### config.mk
export PLATFORM = sky130hd
export DESIGN_NAME = imm_ext_arbiter
export DESIGN_NICKNAME = d
export VERILOG_FILES = /design/src/rtl/imm_ext_arbiter.sv
export SDC_FILE = /design/constraint.sdc
export NUM_CORES = 1
export LEC_CHECK = 0
export BUFFER_PORTS_ARGS = -buffer_cell sky130_fd_sc_hd__buf_2
export CAP_MARGIN = 20
export CORE_ASPECT_RATIO = 1.25
export CORE_MARGIN = 2
export CORE_UTILIZATION = 45
export DETAILED_ROUTE_END_ITERATION = 16
export GPL_TIMING_DRIVEN = 0
export PLACE_DENSITY_LB_ADDON = 0.08
export SLEW_MARGIN = 20
export SYNTH_ARGS = -nofsm -noshare
export SYNTH_HDL_FRONTEND = slang
export SYNTH_SLANG_ARGS = --single-unit
### constraint.sdc
create_clock -name clk -period 3.4 [get_ports clk]
set_clock_uncertainty 0.2 [all_clocks]
set_input_delay 0.68 -clock clk [delete_from_list [all_inputs] [get_ports clk]]
set_output_delay 0.68 -clock clk [all_outputs]
set_load 0.02 [all_outputs]
### src/rtl/imm_ext_arbiter.sv
// Shared 16->32 immediate extender with two requesters.
// Requests are arbitrated round-robin, or by fixed priority with requester 0
// winning. The result sits in a one-entry registered buffer that drives a
// valid/ready response channel tagged with the requester id.
module imm_ext_arbiter #(
    parameter bit RR_EN = 1'b1
) (
    input  logic        clk,
    input  logic        rst_n,
    input  logic        req0_valid,
    input  logic [15:0] req0_imm,
    input  logic [1:0]  req0_mode,
    output logic        req0_ready,
    input  logic        req1_valid,
    input  logic [15:0] req1_imm,
    input  logic [1:0]  req1_mode,
    output logic        req1_ready,
    output logic        resp_valid,
    output logic [31:0] resp_data,
    output logic        resp_id,
    input  logic        resp_ready,
    output logic        err_mode
);

    typedef enum logic {EMPTY = 1'b0, FULL = 1'b1} buf_state_e;

    localparam logic [1:0] MODE_SIGN  = 2'b00;
    localparam logic [1:0] MODE_ZERO  = 2'b01;
    localparam logic [1:0] MODE_UPPER = 2'b10;
    localparam logic [1:0] MODE_RSVD  = 2'b11;

    buf_state_e  state, state_nxt;
    logic        last_grant;
    logic        can_accept;
    logic        gnt0, gnt1;
    logic        accept;
    logic [15:0] sel_imm;
    logic [1:0]  sel_mode;
    logic [31:0] ext;

    // The buffer can take a new result when it is empty or being drained.
    assign can_accept = (state == EMPTY) || resp_ready;

    // Grant selection; last_grant names the previous winner, so under
    // contention with round-robin the other requester goes next.
    always_comb begin
        gnt0 = 1'b0;
        gnt1 = 1'b0;
        if (req0_valid && req1_valid) begin
            if (RR_EN && !last_grant) gnt1 = 1'b1;
            else                      gnt0 = 1'b1;
        end else if (req0_valid) begin
            gnt0 = 1'b1;
        end else if (req1_valid) begin
            gnt1 = 1'b1;
        end
    end

    // Readies are forced low while reset is asserted.
    assign req0_ready = rst_n && can_accept && gnt0;
    assign req1_ready = rst_n && can_accept && gnt1;
    assign accept     = req0_ready || req1_ready;

    assign sel_imm  = gnt1 ? req1_imm  : req0_imm;
    assign sel_mode = gnt1 ? req1_mode : req0_mode;

    // Extension datapath; the reserved mode falls back to sign extension.
    always_comb begin
        ext = {{16{sel_imm[15]}}, sel_imm};
        case (sel_mode)
            MODE_ZERO:  ext = {16'h0000, sel_imm};
            MODE_UPPER: ext = {sel_imm, 16'h0000};
            default:    ext = {{16{sel_imm[15]}}, sel_imm};
        endcase
    end

    // Buffer occupancy: a consume together with an accept stays FULL with no bubble.
    always_comb begin
        state_nxt = state;
        case (state)
            EMPTY:   if (accept) state_nxt = FULL;
            FULL:    if (resp_ready && !accept) state_nxt = EMPTY;
            default: state_nxt = EMPTY;
        endcase
    end

    // State, result buffer, arbitration history and sticky error flag.
    always_ff @(posedge clk) begin
        if (!rst_n) begin
            state      <= EMPTY;
            resp_data  <= 32'h0;
            resp_id    <= 1'b0;
            last_grant <= 1'b1;
            err_mode   <= 1'b0;
        end else begin
            state <= state_nxt;
            if (accept) begin
                resp_data  <= ext;
                resp_id    <= gnt1;
                last_grant <= gnt1;
                if (sel_mode == MODE_RSVD) err_mode <= 1'b1;
            end
        end
    end

    assign resp_valid = (state == FULL);

endmodule
==> metrics.md <==
| Metric | Value |
|---|---|
| Initial Utilization | `0.476` |
| Area Growth Syn to Fin | `33.9%` |
| HP Class | `reg2reg` |
| CP endpoint kind | `flop` |
| Cell Pwr Density | `508 mW/mm^2` |
| Post-synthesis simple-gate area fraction | `0.128` |
| Largest family of logic cells by synthesized area | `compound AO/OA/AOI/OAI gates` |
| WL final | `around 4300 um` |
| # DRC | `0` |
| Crit path depth | `11` |
| Slowest CP cell | `ha_1` |
| Die Y | `just over 70 um` |
| Flops & latches, synth | `36` |
| CTS buffer count | `5` |
| Routed Antenna Nets | `0` |
| Cell family with most CP delay | `buffers and inverters` |
| Wire per inst | `between 15 and 20 um` |
| Compound-Gate Fraction of Synth Area | `0.252` |
| Fin area | `between 0.002 and 0.0025 mm^2` |
| Most used cell, CP | `buf_2` |
| Cell Area, Synth | `0.00167 mm^2` |
| Top Ports | `78` |
| Initial antenna violation count | `0` |
| Crit path cell chain | `buf_2 -> a21boi_4 -> buf_8 -> buf_6 -> mux2_2 -> ha_1 -> nand2b_1 -> o2111ai_2 -> buf_2 -> o2bb2ai_1 -> and2_1` |
| CTS clk-pin slew, worst paths | `approximately 70 ps` |
| RSZ-0062 raised after global routing | `false` |
| Initial DRC Count | `38` |
| Critical path fanouts, max | `10` |
| R2R depth | `10` |
| Placed cell area | `0.00211 mm^2` |
| Syn nets | `around 200` |
| IR drop worst, VDD | `around 0.34 mV` |
| H-tree levels | `2` |
| Worst R2R Setup Slack | `~530 ps` |
| Gate Count Post-Synth | `between 150 and 200` |
| First-pass GRT wire length | `approximately 6900 um` |
| Total of fill cells in the finished design | `just over 300` |
| Crit path required time | `3430 ps` |
| Maximum clock path buffer count | `2` |
| Grt peak-use layer | `met2` |
| Num Clock Sinks | `36` |
| Ys flop type | `dfxtp_1` |
| Tot GR Track Use | `0.215` |
| CORE AREA | `approximately 0.0035 mm^2` |
| # rows | `24` |
| Grt ovf | `0` |
| Max Fclk | `between 300 and 400 MHz` |
| Pin count of the biggest net entering global routing | `12` |
| Final hold vios | `0` |
| Clk root buf | `clkbuf_8` |
| Max stage delay on crit path | `390 ps` |
| Cells after DPL | `about 270` |
| Avg Inst Size Synth | `between 10 and 15 um^2` |
| Skew-Pair Late Insertion Delay | `280 ps` |
| Crit start category | `primary input` |
| Layout cells sized above 1 | `0.467` |
| Hpwl dp | `around 3300 um` |
| Min Hold Slack | `between 200 and 300 ps` |
| Vias in the first global route | `1,531` |
| Adder-cell share of the synthesized area | `0.0225` |
| Die width | `58.5 um` |
| Max Slew Vio Count | `0` |
| Number of flops mapped to enable cells by yosys | `0` |
| Min-Delay Path Depth | `2` |
| Post-Synth XOR/XNOR Area | `0` |
| Final setup violation count | `0` |
| Met2 Use GR | `0.385` |
| Via density | `between 5 and 6` |
| CTS tree | `yes` |
| PortBufs | `77` |
| Drt pass-1 iters | `4` |
| Die area | `0.00422 mm^2` |
| Worst slew pin tran | `around 520 ps` |
| Max cap viols | `0` |
| Status | `finished, final reports clean` |
| Nets | `285` |
| Non-Filler Instances | `between 200 and 300` |
| Hold-fix buffers at CTS | `0` |
| Worst EP arrival | `between 3000 and 4000 ps` |
| Async S/R FF share, synth | `0` |
| Pleak | `~1.1 nW` |
| Fin crit period | `a little over 3000 ps` |
| GR Layer Usage met3 | `0.0410` |
| Post-synthesis cell type count | `31` |
| Routed via count | `between 1.5k and 2k` |
| Ant. Diodes | `0` |
| Sequential fraction of the synthesis area | `0.431` |
| Slew margin rel. | `0.652` |
| Multiplexer share of the synthesized area | `0.112` |
| Tcrit/Tclk final | `0.916` |
| GPL Wtd Cong | `between 0.7 and 0.8` |
| WS Path Type | `in2reg` |
| Global-route track usage on met1 | `0.244` |
| Buf+Inv Stages, Crit Path | `4` |
| Yosys warnings | `0` |
[Yosys cell counts (2+ instances only)]
cell | n | share of area
ha_1 | 3 | 0.022
clkbuf_1 | 6 | 0.013
nand2_1 | 4 | 0.0090
nor2_1 | 15 | 0.034
o2bb2ai_1 | 16 | 0.084
buf_6 | 2 | 0.013
and2_1 | 16 | 0.060
nand2b_1 | 2 | 0.0075
mux2i_1 | 15 | 0.090
inv_1 | 3 | 0.0067
buf_2 | 4 | 0.012
dfxtp_1 | 36 | 0.43
o221a_2 | 14 | 0.094
mux2_2 | 2 | 0.013
nor2b_1 | 3 | 0.011
[repair_timing]
item	4_1_cts	5_1_grt
setup endpoints to repair	0	5
resized for setup	0	1
setup buffers	0	0
[registers in the layout, summed over array words and instances (netlist names)]
signal,cells
last_grant,1
resp_id,1
err_mode,1
resp_data,32
resp_valid,1
[final cells by class]
class,count,area [um^2],area share
Clock inverter,1,30.0,0.0134
Buffer,13,80.1,0.0358
Tap cell,39,48.8,0.0218
Timing Repair Buffer,77,385,0.172
Inverter,3,11.3,0.00503
Sequential cell,36,721,0.322
Multi-Input combinational cell,105,866,0.387
Clock buffer,7,96.3,0.0430
[placed cells by master (no fill, tap or decap), types with 2 or more instances in the layout]
cell | netlist | layout
nand2b_1 | 2 | 2
clkbuf_8 | 0 | 7
buf_2 | 4 | 81
nor2b_1 | 3 | 3
ha_1 | 3 | 3
and2_1 | 16 | 16
nor2_1 | 15 | 15
mux2i_1 | 15 | 15
o2bb2ai_1 | 16 | 16
nand2_1 | 4 | 4
mux2_2 | 2 | 2
buf_6 | 2 | 2
inv_1 | 3 | 3
dfxtp_1 | 36 | 36
o221a_2 | 14 | 14
clkbuf_1 | 6 | 6
[metrics by stage]
stage	util	power (mW)	TNS [ps]	setup WS (ps)
2_1_floorplan	-	0.646	0	475
3_3_place_gp	0.599	0.725	-71.7	-13.7
3_5_place_dp	0.599	0.734	-835	-110
4_1_cts	0.635	1.14	0	181
5_1_grt	0.637	1.19	0	112
6_report	0.637	1.14	0	287
[logic make-up (layout without fill, tap and decap cells)]
group           after synthesis  after routing
simple gates                 42             42
flops                        36             36
buf+inv                      16            101
fa+ha+maj                     3              3
mux                          18             18
compound gates               42             42
[worst min-delay path, cell delays in order (launching register included)]
cell and delay [ps]:
dfxtp_1 320, nand3_1 60, o31ai_1 60
[worst paths after layout]
path                      start       endpoint
setup / recovery     req1_valid   resp_data[3]
hold / removal    resp_data[31]  resp_data[31]
setup reg to reg     last_grant   resp_data[3]
hold reg to reg   resp_data[31]  resp_data[31]
[routing by layer]
layer / vias up / wire, um
li1: 747 / -
met4: 0 / 68
met2: 46 / 2190
met1: 720 / 1810
met3: 7 / 245
met5: - / 0
[power breakdown]
group	internal (mW)	switching (mW)
Sequential	0.455	0.0178
Combinational	0.109	0.144
Clock	0.259	0.152
No activity file was read; power rests on OpenSTA's default activity.
